==> src/rtl/rf_pkg.sv <==
// Shared constants and types for the register-file write-port arbiter.
package rf_pkg;

  localparam int unsigned DW       = 64;
  localparam int unsigned AW       = 5;
  localparam int unsigned ZERO_REG = 31;
  localparam int unsigned NUM_REQ  = 2;

  typedef struct packed {
    logic [AW-1:0] addr;
    logic [DW-1:0] data;
  } wr_req_t;

endpackage

==> src/rtl/rr_arb2.sv <==
// Two-input round-robin grant. The override forces a specific winner when both
// inputs request. The priority pointer moves past whichever input was granted.
module rr_arb2 (
  input  logic       clk,
  input  logic       rst_n,
  input  logic [1:0] req,
  input  logic       ovr_en,
  input  logic       ovr_sel,
  output logic [1:0] gnt,
  output logic       gnt_idx,
  output logic       gnt_any
);

  logic ptr_q, ptr_d;

  always_comb begin
    gnt_idx = 1'b0;
    gnt     = '0;
    if (&req) begin
      gnt_idx = ovr_en ? ovr_sel : ptr_q;
    end else begin
      gnt_idx = req[1];
    end
    gnt_any = |req;
    if (gnt_any) begin
      gnt[gnt_idx] = 1'b1;
    end
    ptr_d = gnt_any ? ~gnt_idx : ptr_q;
  end

  always_ff @(posedge clk or negedge rst_n) begin
    if (!rst_n) begin
      ptr_q <= 1'b0;
    end else begin
      ptr_q <= ptr_d;
    end
  end

endmodule

==> src/rtl/regfile_wr_arbiter.sv <==
// Shares the register-file write port between an ALU and a load-return producer,
// with one holding buffer per producer, a registered write stage and hazard lookup.
module regfile_wr_arbiter
  import rf_pkg::*;
#(
  parameter int unsigned DW       = rf_pkg::DW,
  parameter int unsigned AW       = rf_pkg::AW,
  parameter int unsigned ZERO_REG = rf_pkg::ZERO_REG,
  parameter int unsigned CW       = 16
) (
  input  logic          clk,
  input  logic          rst_n,
  input  logic [1:0]    req_valid,
  output logic [1:0]    req_ready,
  input  logic [AW-1:0] req_addr0,
  input  logic [AW-1:0] req_addr1,
  input  logic [DW-1:0] req_data0,
  input  logic [DW-1:0] req_data1,
  output logic          rf_en,
  output logic [AW-1:0] rf_addr,
  output logic [DW-1:0] rf_din,
  input  logic [AW-1:0] sa,
  input  logic [AW-1:0] sb,
  output logic          hazard_a,
  output logic          hazard_b,
  output logic [CW-1:0] commit_cnt,
  output logic [CW-1:0] drop_cnt
);

  typedef struct packed {
    logic [AW-1:0] addr;
    logic [DW-1:0] data;
  } slot_t;

  slot_t [NUM_REQ-1:0] req_in, buf_q, buf_d;
  logic  [1:0]         full_q, full_d, gnt, acc, is_zero, ld, drop, remain;
  logic                gnt_idx, gnt_any, same_addr, age_q, age_d;
  logic                rf_en_q, rf_en_d;
  logic [AW-1:0]       rf_addr_q, rf_addr_d;
  logic [DW-1:0]       rf_din_q, rf_din_d;
  logic [CW-1:0]       commit_q, commit_d, drop_cnt_q, drop_cnt_d;

  assign req_in[0] = {req_addr0, req_data0};
  assign req_in[1] = {req_addr1, req_data1};
  assign is_zero   = {req_addr1 == AW'(ZERO_REG), req_addr0 == AW'(ZERO_REG)};

  // Same-address contention is resolved by age so the later write lands last.
  assign same_addr = (&full_q) && (buf_q[0].addr == buf_q[1].addr);

  rr_arb2 u_arb (
    .clk     (clk),
    .rst_n   (rst_n),
    .req     (full_q),
    .ovr_en  (same_addr),
    .ovr_sel (age_q),
    .gnt     (gnt),
    .gnt_idx (gnt_idx),
    .gnt_any (gnt_any)
  );

  assign req_ready = ~full_q | gnt;
  assign acc       = req_valid & req_ready;

  always_comb begin
    ld     = acc & ~is_zero;
    drop   = acc & is_zero;
    remain = full_q & ~gnt;
    full_d = remain | ld;
    buf_d  = buf_q;
    for (int unsigned i = 0; i < NUM_REQ; i++) begin
      if (ld[i]) begin
        buf_d[i] = req_in[i];
      end
    end
    // age_q names the older buffer; it only matters while both are full.
    age_d = age_q;
    if (ld == 2'b11) begin
      age_d = 1'b0;
    end else if (ld[0] && remain[1]) begin
      age_d = 1'b1;
    end else if (ld[1] && remain[0]) begin
      age_d = 1'b0;
    end
    rf_en_d   = gnt_any;
    rf_addr_d = gnt_any ? buf_q[gnt_idx].addr : rf_addr_q;
    rf_din_d  = gnt_any ? buf_q[gnt_idx].data : rf_din_q;
    commit_d   = commit_q + CW'(rf_en_q);
    drop_cnt_d = drop_cnt_q + CW'(drop[0]) + CW'(drop[1]);
  end

  always_comb begin
    hazard_a = 1'b0;
    hazard_b = 1'b0;
    for (int unsigned i = 0; i < NUM_REQ; i++) begin
      if (full_q[i] && buf_q[i].addr == sa) hazard_a = 1'b1;
      if (full_q[i] && buf_q[i].addr == sb) hazard_b = 1'b1;
    end
    if (rf_en_q && rf_addr_q == sa) hazard_a = 1'b1;
    if (rf_en_q && rf_addr_q == sb) hazard_b = 1'b1;
    if (sa == AW'(ZERO_REG)) hazard_a = 1'b0;
    if (sb == AW'(ZERO_REG)) hazard_b = 1'b0;
  end

  always_ff @(posedge clk or negedge rst_n) begin
    if (!rst_n) begin
      full_q     <= '0;
      buf_q      <= '0;
      age_q      <= 1'b0;
      rf_en_q    <= 1'b0;
      rf_addr_q  <= '0;
      rf_din_q   <= '0;
      commit_q   <= '0;
      drop_cnt_q <= '0;
    end else begin
      full_q     <= full_d;
      buf_q      <= buf_d;
      age_q      <= age_d;
      rf_en_q    <= rf_en_d;
      rf_addr_q  <= rf_addr_d;
      rf_din_q   <= rf_din_d;
      commit_q   <= commit_d;
      drop_cnt_q <= drop_cnt_d;
    end
  end

  assign rf_en      = rf_en_q;
  assign rf_addr    = rf_addr_q;
  assign rf_din     = rf_din_q;
  assign commit_cnt = commit_q;
  assign drop_cnt   = drop_cnt_q;

endmodule

==> config.mk <==
export PLATFORM = sky130hd
export DESIGN_NAME = regfile_wr_arbiter
export DESIGN_NICKNAME = d
export VERILOG_FILES = /design/src/rtl/rf_pkg.sv /design/src/rtl/rr_arb2.sv /design/src/rtl/regfile_wr_arbiter.sv
export SDC_FILE = /design/constraint.sdc
export NUM_CORES = 1
export LEC_CHECK = 0
export ABC_AREA = 1
export BUFFER_PORTS_ARGS = -buffer_cell sky130_fd_sc_hd__buf_2
export CAP_MARGIN = 15
export CORE_MARGIN = 2
export CORE_UTILIZATION = 54
export DETAILED_ROUTE_END_ITERATION = 7
export GPL_TIMING_DRIVEN = 0
export PLACE_DENSITY = 0.84
export SLEW_MARGIN = 20
export SYNTH_ARGS = -nofsm -noshare
export SYNTH_HDL_FRONTEND = slang
export SYNTH_HIERARCHICAL = 1
export SYNTH_SLANG_ARGS = --single-unit
==> constraint.sdc <==
create_clock -name clk -period 3.79 [get_ports clk]
set_clock_uncertainty 0.05 [all_clocks]
set_input_delay 0.758 -clock clk [delete_from_list [all_inputs] [get_ports clk]]
set_output_delay 0.758 -clock clk [all_outputs]
set_load 0.02 [all_outputs]
## Yosys cells after proc, flatten, opt, wreduce, memory -nomap -nowiden

Index checks and enable logic that the tools add are counted.

- Equal/unequal tests: 12
- Bitwise gates (word level): 10
- Add/sub/neg operators: 3
- Multiplexer cells: 18
- Magnitude comparators: 2
- Reduce and logical (&&, ||, !) cells: 13

Operators by type and width:

| operator | count |
|---|---|
| 69-bit two-way mux | 2 |
| 16-bit by 1-bit adder with 16-bit output | 3 |
| 5-bit equality test | 7 |
| 5-bit equality test (second input constant) | 4 |
| 1-bit two-way mux | 14 |
| 1-bit logical AND | 10 |
| 2-bit bitwise AND | 4 |
| 2-bit NOT | 3 |
| 2-bit OR | 2 |
| 3-bit nonzero test | 1 |
| 2-bit equality test (second input constant) | 1 |
| 1-bit by 2-bit less-than comparator with 1-bit output (second input constant) | 1 |
| 2-bit two-way mux | 1 |
| 2-bit AND reduction | 1 |
| 2-bit OR reduction | 1 |
| 1-bit demux with 1-bit select | 1 |
| 1-bit >= comparator (second input constant) | 1 |
| 1-bit NOT | 1 |

- Bits in registers: 244
- Output and inout bits: 106
- Word-level logic and storage cells: 70

## Logic depth before layout (Yosys ltp)

Gate-level depths: netlist of the first run.

- Depth after elaboration: 16
- Gate-level depth with buffers: 23
- Mapped depth without buffers: 21

## Modules after synthesis

The synthesis of the first run kept the hierarchy.

Modules (own cells, without submodules):

| module | area each (um^2) | instances | cells an instance | sequential area each (um^2) |
|---|---|---|---|---|
| regfile_wr_arbiter | 10666.5 | 1 | 1262 | 6080.8 |
| rr_arb2 | 93.8 | 1 | 14 | 25.0 |

## Worst setup path before layout of the first run

Ideal clock, no wire load.

- Path type: reg-to-reg
- Start: reg full_q[1]
- End: reg drop_cnt_q[12] (netlist: drop_cnt[12])
- Cell stages (with the launch flop): 23
- Slack: 542 ps
- Period minus slack after synthesis: 3248 ps
- Setup time: 131 ps
- Required time: 3609 ps
- Buffers on the path: 2
- Arrival time: 3067 ps
- Cell sequence: dfrtp_1 -> o211ai_1 -> nor2_1 -> nand2_1 -> nor3_1 -> inv_1 -> nand2_2 -> nand2_1 -> a21oi_1 -> inv_1 -> a21boi_2 -> buf_4 -> buf_4 -> nand4_1 -> fa_1 -> inv_1 -> ha_1 -> nand3_2 -> nor2_2 -> nand2_2 -> nor2_4 -> nand2_1 -> xnor2_1

- Cells in the longest elaborated chain, start to end: 14
- Elaborated cells on any way between the ends: 17
- Those cells by class: add/sub (2); order compare (2); mux (5); bitwise (4); reduce/logical (4)

RTL lines:

| element | line | text |
|---|---|---|
| from (decl) | regfile_wr_arbiter.sv:36 | `logic [1:0] full_q, full_d, gnt, acc, is_zero, ld, drop, remain;` |
| from (signal assigned) | regfile_wr_arbiter.sv:115 | `full_q <= full_d;` |
| 2-bit AND reduction * | regfile_wr_arbiter.sv:48 | `assign same_addr = (&full_q) && (buf_q[0].addr == buf_q[1].addr);` |
| 1-bit logical AND * | regfile_wr_arbiter.sv:48 |  |
| named net same_addr | regfile_wr_arbiter.sv:37 | `logic gnt_idx, gnt_any, same_addr, age_q, age_d;` |
| 1-bit two-way mux * | rr_arb2.sv:20 | `gnt_idx = ovr_en ? ovr_sel : ptr_q;` |
| 1-bit two-way mux * | rr_arb2.sv:19 | `if (&req) begin` |
| 1-bit by 2-bit less-than comparator with 1-bit output (implied by the code) / 1-bit >= comparator (equally long branches) | rr_arb2.sv:26 | `gnt[gnt_idx] = 1'b1;` |
| 1-bit logical AND (implied by the code) | rr_arb2.sv:26 |  |
| 1-bit two-way mux (implied by the code) | rr_arb2.sv:26 |  |
| 1-bit demux with 1-bit select * | -- |  |
| 2-bit two-way mux * | rr_arb2.sv:25 | `if (gnt_any) begin` |
| named net gnt[0] | regfile_wr_arbiter.sv:36 |  |
| 2-bit OR * | regfile_wr_arbiter.sv:61 | `assign req_ready = ~full_q \| gnt;` |
| 2-bit bitwise AND * | regfile_wr_arbiter.sv:62 | `assign acc = req_valid & req_ready;` |
| 2-bit bitwise AND * | regfile_wr_arbiter.sv:66 | `drop = acc & is_zero;` |
| 16-bit by 1-bit adder with 16-bit output * (2 in series) | regfile_wr_arbiter.sv:88 | `drop_cnt_d = drop_cnt_q + CW'(drop[0]) + CW'(drop[1]);` |
| named net drop_cnt_d[12] | regfile_wr_arbiter.sv:41 | `logic [CW-1:0] commit_q, commit_d, drop_cnt_q, drop_cnt_d;` |
| to (signal assigned) | regfile_wr_arbiter.sv:122 | `drop_cnt_q <= drop_cnt_d;` |
| to (decl) | regfile_wr_arbiter.sv:41 |  |

The timed path passes the listed nets; every way through them passes the cells marked *.
A chain may end at the register's enable or synchronous reset.

## Final worst setup path of the first run

- Start: reg buf_q[68] in the netlist's numbering
- End: reg drop_cnt_q[12] (netlist: drop_cnt[12])

- Cells in the longest elaborated chain, start to end: 14
- Elaborated cells on any way between the ends: 15
- Those cells by class: add/sub (2); order compare (2); eq/ne (1); mux (5); bitwise (3); reduce/logical (2)

RTL lines:

| element | line | text |
|---|---|---|
| from (decl) | regfile_wr_arbiter.sv:35 | `slot_t [NUM_REQ-1:0] req_in, buf_q, buf_d;` |
| from (signal assigned) | regfile_wr_arbiter.sv:116 | `buf_q <= buf_d;` |
| 5-bit equality test * | regfile_wr_arbiter.sv:48 |  |
| 1-bit logical AND * | regfile_wr_arbiter.sv:48 |  |
| named net same_addr | regfile_wr_arbiter.sv:37 |  |
| 1-bit two-way mux * | rr_arb2.sv:20 |  |
| 1-bit two-way mux * | rr_arb2.sv:19 |  |
| 1-bit by 2-bit less-than comparator with 1-bit output (implied by the code) / 1-bit >= comparator (equally long branches) | rr_arb2.sv:26 |  |
| 1-bit logical AND (implied by the code) | rr_arb2.sv:26 |  |
| 1-bit two-way mux (implied by the code) | rr_arb2.sv:26 |  |
| 1-bit demux with 1-bit select * | -- |  |
| 2-bit two-way mux * | rr_arb2.sv:25 |  |
| named net gnt[0] | regfile_wr_arbiter.sv:36 |  |
| 2-bit OR * | regfile_wr_arbiter.sv:61 |  |
| 2-bit bitwise AND * | regfile_wr_arbiter.sv:62 |  |
| 2-bit bitwise AND * | regfile_wr_arbiter.sv:66 |  |
| 16-bit by 1-bit adder with 16-bit output * (2 in series) | regfile_wr_arbiter.sv:88 |  |
| named net drop_cnt_d[12] | regfile_wr_arbiter.sv:41 |  |

Marks and branches as above.

==> run_results.csv, run 1 <==
group,metric,value,unit
floorplan,design.core.area,19500,um2
synth,synth_edf_count,0,
finish,final_area,13400,um2
synth,total_of_flip_flops_plus_latches_after_synthesis,244,
synth,synth-async-reset-ratio,100,%
synth,synth_area_leaders,"sky130_fd_sc_hd__dfrtp_1 (57%), sky130_fd_sc_hd__nand2_1 (20%), sky130_fd_sc_hd__a31oi_1 (3.8%)",
finish,final-seq-area,6110,um2
status,outcome,"finished clean",
synth,leading_area_contributor_after_synthesis,"sky130_fd_sc_hd__dfrtp_1",
grt,initial_antenna_violation_count,4,
route,viasPerCell,5.31,
critical_path,crit-reg2reg-launch,"buf_q[68]$_DFFE_PN0P_",
route,detailedRoute.firstIterationViolations,694,
floorplan,io_pins,258,
sta,min_cycle_time_layout,3480,ps
finish,layout.filler_cells,1574,
power_and_ir_drop,cellPowerDensity,909,nW/um2
sta,rsz0062_at_grt,"false",
clocking,worst_setup_hold_path_clk_slew,60,ps
min_path,hp-class,"in2async",
route,drt_pre_antenna_iters,5,
critical_path,cp-start-kind,"flip-flop",
floorplan,fp.dieH,145,um
critical_path,r2r_end,"drop_cnt[12]$_DFF_PN0_",
sta,final_max_slew_viol_count,0,
route,postRouteAntennaNets,0,
sta,timing.fmax,287,MHz
place,buffer_ports.inserted,257,
sta,setup-violations-final,0,
sta,timing.final.hold_violations,0,
synth,synth_ff_type,"sky130_fd_sc_hd__dfrtp_1",
critical_path,critical_path_class,"reg2reg",
synth,synth_fp_nets,1432,
clocking,cts_sinks,244,
clocking,clock_latency_late_sink,520,ps
finish,finalNonFillerCells,1854,
critical_path,worstPathArrival,3820,ps
floorplan,die-width,145,um
route,route.detailed.drc,0,
critical_path,end_kind,"flip-flop",
power_and_ir_drop,vdd.ir_drop.worst,0.475,mV
place,detailedPlacementHpwl,21.4,mm
synth,avgSynthCellArea,8.43,um2
synth,synth_warnings,6,
synth,synth.top_cells.by_count,"sky130_fd_sc_hd__nand2_1 (569), sky130_fd_sc_hd__dfrtp_1 (244), sky130_fd_sc_hd__nor2_1 (105), sky130_fd_sc_hd__nand3_1 (81), sky130_fd_sc_hd__a31oi_1 (66)",
route,detail_route.wl_per_cell,16.5,um
finish,drive_gt1_share,24.4,%
run,max-cap-violations,0,
place,place_congestion,0.898,
synth,ys_types,33,
floorplan,start_util,55.1,%
grt,groute.usage.overall,28.9,%
clocking,clock_tree.buffer_depth,3,
floorplan,die_outline_area,21100,um2
critical_path,worstPathMaxFanout,5,
route,detail_route.wirelength,30.6,mm
grt,pin_count_of_the_biggest_net_entering_global_routing,101,
critical_path,worst-endpoint-required,4130,ps
finish,final_net_count,1721,
route,vias,9842,
power_and_ir_drop,power.static_leakage,7.24,nW
clocking,cts-htree-levels,1,
critical_path,timing.reg2reg.worst_path_depth,22,
synth,synth_top_area_share,56.7,%
clocking,cts_hold_buffers,0,
sta,slew_headroom,60.9,%
finish,area.growth.synth_to_final,24.9,%
synth,netlist_instances,1276,
synth,most_common_cell_in_the_synthesized_netlist,"sky130_fd_sc_hd__nand2_1",
sta,layout_worst_path_cycle_share,91.9,%
clocking,cts-buffers-inserted,26,
place,dpl_cell_area,12400,um2
synth,post_syn_area,10800,um2
grt,grt.overflow.total,0,
place,placedCellCount,1800,
finish,multiInputGateArea,4110,um2
clocking,clock_tree.root_cell,"sky130_fd_sc_hd__clkbuf_16",
grt,wire_length_of_the_first_global_routing_pass,49.3,mm
grt,number_of_global_route_vias_before_repair,9739,
critical_path,reg2reg_slack,310,ps
synth,synth_seq_area_share,56.7,%
sta,worstMarginPinSlew,586,ps
clocking,cts_tree,"yes",
power_and_ir_drop,report.power.total,12.2,mW
floorplan,placementRows,51,
-- layout make-up --
class / count / share of cell area [%]
diodes: 4 / 0.0745
plain buffers: 65 / 2.95
clock buffers: 39 / 5.96
clock inverters: 9 / 0.940
inverters: 48 / 1.36
multi-input cells: 918 / 30.6
flip-flops and latches: 244 / 45.5
well taps: 265 / 2.47
repair buffers: 262 / 10.2
-- power by group --
part           switching [mW]  internal (mW)
Sequential              0.774           3.82
Combinational            3.24           1.69
Clock                    1.03           1.66
-- flip-flops by register name, indices dropped and copies added, names as in the netlist --
name and flops:
rf_en 1, age_q 1, rf_addr 5, commit_cnt 16
full_q 2, drop_cnt 16, u_arb/ptr_q 1, buf_q 138
rf_din 64
-- layer usage --
metal | track usage, % | part of all wire (%) | routed length, um
met1 | 39.3 | 41 | 12700
met2 | 46.9 | 47 | 14500
met3 | 4.50 | 7.0 | 2150
met4 | 11.4 | 4.1 | 1270
met5 | 0 | 0.042 | 13
-- critical path, stage by stage, from the launching register on --
cell                       delay (ps)
sky130_fd_sc_hd__dfrtp_1          440
sky130_fd_sc_hd__inv_1            160
sky130_fd_sc_hd__o22ai_1          100
sky130_fd_sc_hd__nor2_1            90
sky130_fd_sc_hd__nand2_1           90
sky130_fd_sc_hd__nor3_4           150
sky130_fd_sc_hd__inv_1             70
sky130_fd_sc_hd__nand2_2           80
sky130_fd_sc_hd__nand2_1           60
sky130_fd_sc_hd__a21oi_1          130
sky130_fd_sc_hd__inv_1            100
sky130_fd_sc_hd__a21boi_4         200
sky130_fd_sc_hd__buf_12           130
sky130_fd_sc_hd__nand4_1          120
sky130_fd_sc_hd__fa_2             390
sky130_fd_sc_hd__inv_1            130
sky130_fd_sc_hd__ha_2             220
sky130_fd_sc_hd__nand3_2          120
sky130_fd_sc_hd__nor2_4           130
sky130_fd_sc_hd__nand2_2           90
sky130_fd_sc_hd__nor2_4           110
sky130_fd_sc_hd__nand2_1           70
sky130_fd_sc_hd__xnor2_1          130
-- through the flow --
step | hold slack [ps] | setup TNS, ps | util [%] | worst slack (ps)
floorplan | 392 | 0 | - | 542
global placement | 404 | -568180 | 63.4 | -2340
detailed placement | 408 | -658 | 63.7 | -237
CTS | 150 | 0 | 68.5 | 44.4
global route | 177 | 0 | 68.8 | 43.7
finish | 142 | 0 | 68.8 | 307
-- cell usage in the layout (no fill, tap or decap), types with 5 or more instances in the layout --
master	instances
sky130_fd_sc_hd__nand3_2	5
sky130_fd_sc_hd__xor2_1	15
sky130_fd_sc_hd__nand4_1	6
sky130_fd_sc_hd__nor3_1	5
sky130_fd_sc_hd__inv_1	40
sky130_fd_sc_hd__o21ai_0	9
sky130_fd_sc_hd__buf_6	9
sky130_fd_sc_hd__nor2_1	105
sky130_fd_sc_hd__clkbuf_1	23
sky130_fd_sc_hd__a31oi_1	66
sky130_fd_sc_hd__nand2_1	569
sky130_fd_sc_hd__dfrtp_1	242
sky130_fd_sc_hd__buf_2	278
sky130_fd_sc_hd__o21ai_1	5
sky130_fd_sc_hd__o22ai_1	9
sky130_fd_sc_hd__clkbuf_16	27
sky130_fd_sc_hd__inv_2	7
sky130_fd_sc_hd__buf_4	14
sky130_fd_sc_hd__nor2_2	7
sky130_fd_sc_hd__nand3_1	81
sky130_fd_sc_hd__clkbuf_8	8
sky130_fd_sc_hd__xnor2_1	12
-- worst max path at each step --
stage          depth (start not counted)                   from                     end
2_1_floorplan                         22    full_q[1]$_DFF_PN0_  drop_cnt[12]$_DFF_PN0_
3_3_place_gp                           1                  rst_n   buf_q[87]$_DFFE_PN0N_
3_5_place_dp                          22    full_q[1]$_DFF_PN0_  drop_cnt[12]$_DFF_PN0_
4_1_cts                               22  buf_q[68]$_DFFE_PN0P_  drop_cnt[12]$_DFF_PN0_
5_1_grt                               22  buf_q[67]$_DFFE_PN0P_  drop_cnt[12]$_DFF_PN0_
6_report                              22  buf_q[68]$_DFFE_PN0P_  drop_cnt[12]$_DFF_PN0_
-- repair_timing --
action | in CTS | in global routing
endpoints found under the setup margin | 5 | 5
setup buffers | 0 | 3
gates resized for setup | 7 | 8
-- logic make-up after synthesis --
family,synth area share (%)
flip-flops,56.7
buffers and inverters,5.34
AO/OA/AOI/OAI,5.63
adder cells (fa/ha/maj),0.535
XOR/XNOR,2.20
AND/OR/NAND/NOR,29.6
No activity file was read; power rests on OpenSTA's default activity.
==> run 2: changes to the inputs <==
Settings changed: PLACE_DENSITY 0.84 to 0.8.
==> run_results.csv, run 2 (synthesized netlist as in run 1, its figures left out) <==
group,metric,value,unit
finish,final_net_count,1721,
floorplan,fp.dieH,145,um
grt,wire_length_of_the_first_global_routing_pass,49.3,mm
sta,timing.fmax,285,MHz
route,metal_1_wl,12.8,mm
grt,initial_antenna_violation_count,5,
route,drt_pre_antenna_iters,4,
floorplan,start_util,55.1,%
power_and_ir_drop,clock_power_share,20.8,%
critical_path,cp-start-kind,"flip-flop",
route,vias,9750,
floorplan,placementRows,51,
route,detail_route.wl_per_cell,16.5,um
route,postRouteAntennaNets,0,
sta,worstMarginPinSlew,748,ps
clocking,cts_tree,"yes",
clocking,cts_sinks,244,
clocking,clock_tree.buffer_depth,3,
finish,drive_gt1_share,24.4,%
power_and_ir_drop,sw_frac_of_total,41.9,%
grt,grt.overflow.total,0,
clocking,cts-htree-levels,1,
floorplan,io_pins,258,
place,place_congestion,0.875,
critical_path,end_kind,"flip-flop",
place,detailedPlacementHpwl,21.7,mm
finish,area.growth.synth_to_final,23.9,%
critical_path,worstPathBufferInverterCount,5,
sta,setup-violations-final,0,
sta,timing.final.hold_violations,0,
place,dp_slack,-238,ps
route,met3_length,2.17,mm
power_and_ir_drop,part_of_the_total_power_dissipated_in_combinational_logic,40.8,%
critical_path,worstPathCellList,"inv_2 -> o211ai_1 -> nor2_1 -> nand2_1 -> nor3_2 -> inv_1 -> nand2_2 -> nand2_1 -> a21oi_1 -> inv_1 -> a21boi_2 -> buf_6 -> nand4_1 -> fa_2 -> inv_1 -> ha_1 -> nand3_2 -> nor2_2 -> nand2_2 -> nor2_4 -> nand2_1 -> xnor2_1",
critical_path,worst-endpoint-required,4130,ps
route,detailedRoute.firstIterationViolations,601,
floorplan,die_outline_area,21100,um2
critical_path,worstPathArrival,3850,ps
floorplan,die-width,145,um
sta,min_cycle_time_layout,3500,ps
clocking,worst_setup_hold_path_clk_slew,60,ps
run,max-cap-violations,0,
finish,final_cell_mix,"sky130_fd_sc_hd__nand2_1 (569), sky130_fd_sc_hd__buf_2 (278), sky130_fd_sc_hd__dfrtp_1 (242)",
critical_path,critical_path_class,"reg2reg",
sta,layout_worst_path_cycle_share,92.4,%
route,top_layer_used,"met5",
clocking,clock_latency_late_sink,520,ps
sta,rsz0062_at_grt,"false",
sta,slew_headroom,50.1,%
clocking,cts-buffers-inserted,26,
route,route.detailed.drc,0,
power_and_ir_drop,switching_power,5.03,mW
critical_path,worstPathMaxFanout,5,
min_path,hp-class,"in2async",
critical_path,worst_path_max_delay_cell,"sky130_fd_sc_hd__dfrtp_1",
grt,pin_count_of_the_biggest_net_entering_global_routing,96,
power_and_ir_drop,vdd.ir_drop.worst,0.576,mV
power_and_ir_drop,report.power.total,12.0,mW
place,buffer_ports.inserted,257,
power_and_ir_drop,internal_power,6.97,mW
finish,max_flop_register,"buf_q",
grt,groute.usage.overall,28.9,%
sta,final_max_slew_viol_count,0,
clocking,clock_tree.root_cell,"sky130_fd_sc_hd__clkbuf_16",
status,outcome,"finished clean",
route,met2RoutedLength,14.5,mm
route,viasPerCell,5.26,
critical_path,timing.critical_path.max_delay_family,"simple AND/OR/NAND/NOR gates",
critical_path,slowest_delay,450,ps
critical_path,reg2reg_slack,290,ps
power_and_ir_drop,cellPowerDensity,900,nW/um2
route,detail_route.wirelength,30.6,mm
sta,timing.final.ws_setup,287,ps
grt,number_of_global_route_vias_before_repair,9698,
power_and_ir_drop,seq_power_share,38.4,%
finish,largest_register_ffs,138,
power_and_ir_drop,power.static_leakage,7.19,nW
floorplan,design.core.area,19500,um2
finish,commonest_non_fill_non_tap_cell_in_the_layout,"sky130_fd_sc_hd__nand2_1",
## run 2: changes by cell type in the layout (fill, tap and decap cells not counted), moves of 2 or more
cell	delta
sky130_fd_sc_hd__bufinv_16	-2
sky130_fd_sc_hd__clkbuf_8	-3
sky130_fd_sc_hd__clkinv_2	+2
sky130_fd_sc_hd__clkinvlp_4	+2
sky130_fd_sc_hd__inv_1	-2
sky130_fd_sc_hd__inv_2	+2
## run 2: metrics by stage
step / hold slack (ps) / area, um2 / util (%) / cells / setup TNS [ps]
floorplan: 392 / 10800 / - / 1276 / 0
global placement: 404 / 12400 / 63.4 / 1798 / -575700
detailed placement: 408 / 12400 / 63.7 / 1800 / -681
CTS: 256 / 13300 / 68.1 / 1845 / 0
global route: 284 / 13300 / 68.3 / 1852 / 0
finish: 227 / 13300 / 68.3 / 1852 / 0
## run 2: cell type report
class / instances / area (um2)
Clock inverter: 11 / 91.3
Sequential cell: 244 / 6110
Inverter: 48 / 183
Clock buffer: 35 / 756
Antenna cell: 4 / 10.0
Multi-Input combinational cell: 918 / 4090
Tap cell: 265 / 332
Buffer: 65 / 388
Timing Repair Buffer: 262 / 1370
Fill cell: 1610 / 6200
## run 2: path summary, 6_finish.rpt
kind / from / end / depth (start not counted)
max: buf_q[135]$_DFFE_PN0N_ / drop_cnt[12]$_DFF_PN0_ / 22
min in group clk: req_data1[17] / buf_q[86]$_DFFE_PN0N_ / 3
max in group asynchronous: rst_n / buf_q[87]$_DFFE_PN0N_ / 2
min: rst_n / rf_din[59]$_DFFE_PN0P_ / 1
max reg2reg: buf_q[135]$_DFFE_PN0N_ / drop_cnt[12]$_DFF_PN0_ / 22
min reg2reg: buf_q[34]$_DFFE_PN0P_ / buf_q[34]$_DFFE_PN0P_ / 2
## run 2: power groups by stage
stage / Clock (mW) / Combinational, mW / Sequential, mW
after floorplan: 0 / 2.77 / 4.97
after global placement: 0 / 4.70 / 4.56
after detailed placement: 0 / 4.88 / 4.59
after CTS: 2.52 / 4.89 / 4.58
after global routing: 2.64 / 5.45 / 4.73
final: 2.50 / 4.90 / 4.60
## run 2: per-layer routing
metal / up-vias / GRT usage [%]
met5: - / 0
met2: 372 / 46.8
met4: 2 / 10.9
li1: 4635 / -
met3: 89 / 5.06
met1: 4652 / 39.5
## run 2: repair_timing
action | CTS | global route
pin swaps | 3 | 2
hold buffers | 0 | 0
gates resized for setup | 11 | 0
setup buffers | 0 | 3
setup endpoints to repair | 5 | 6
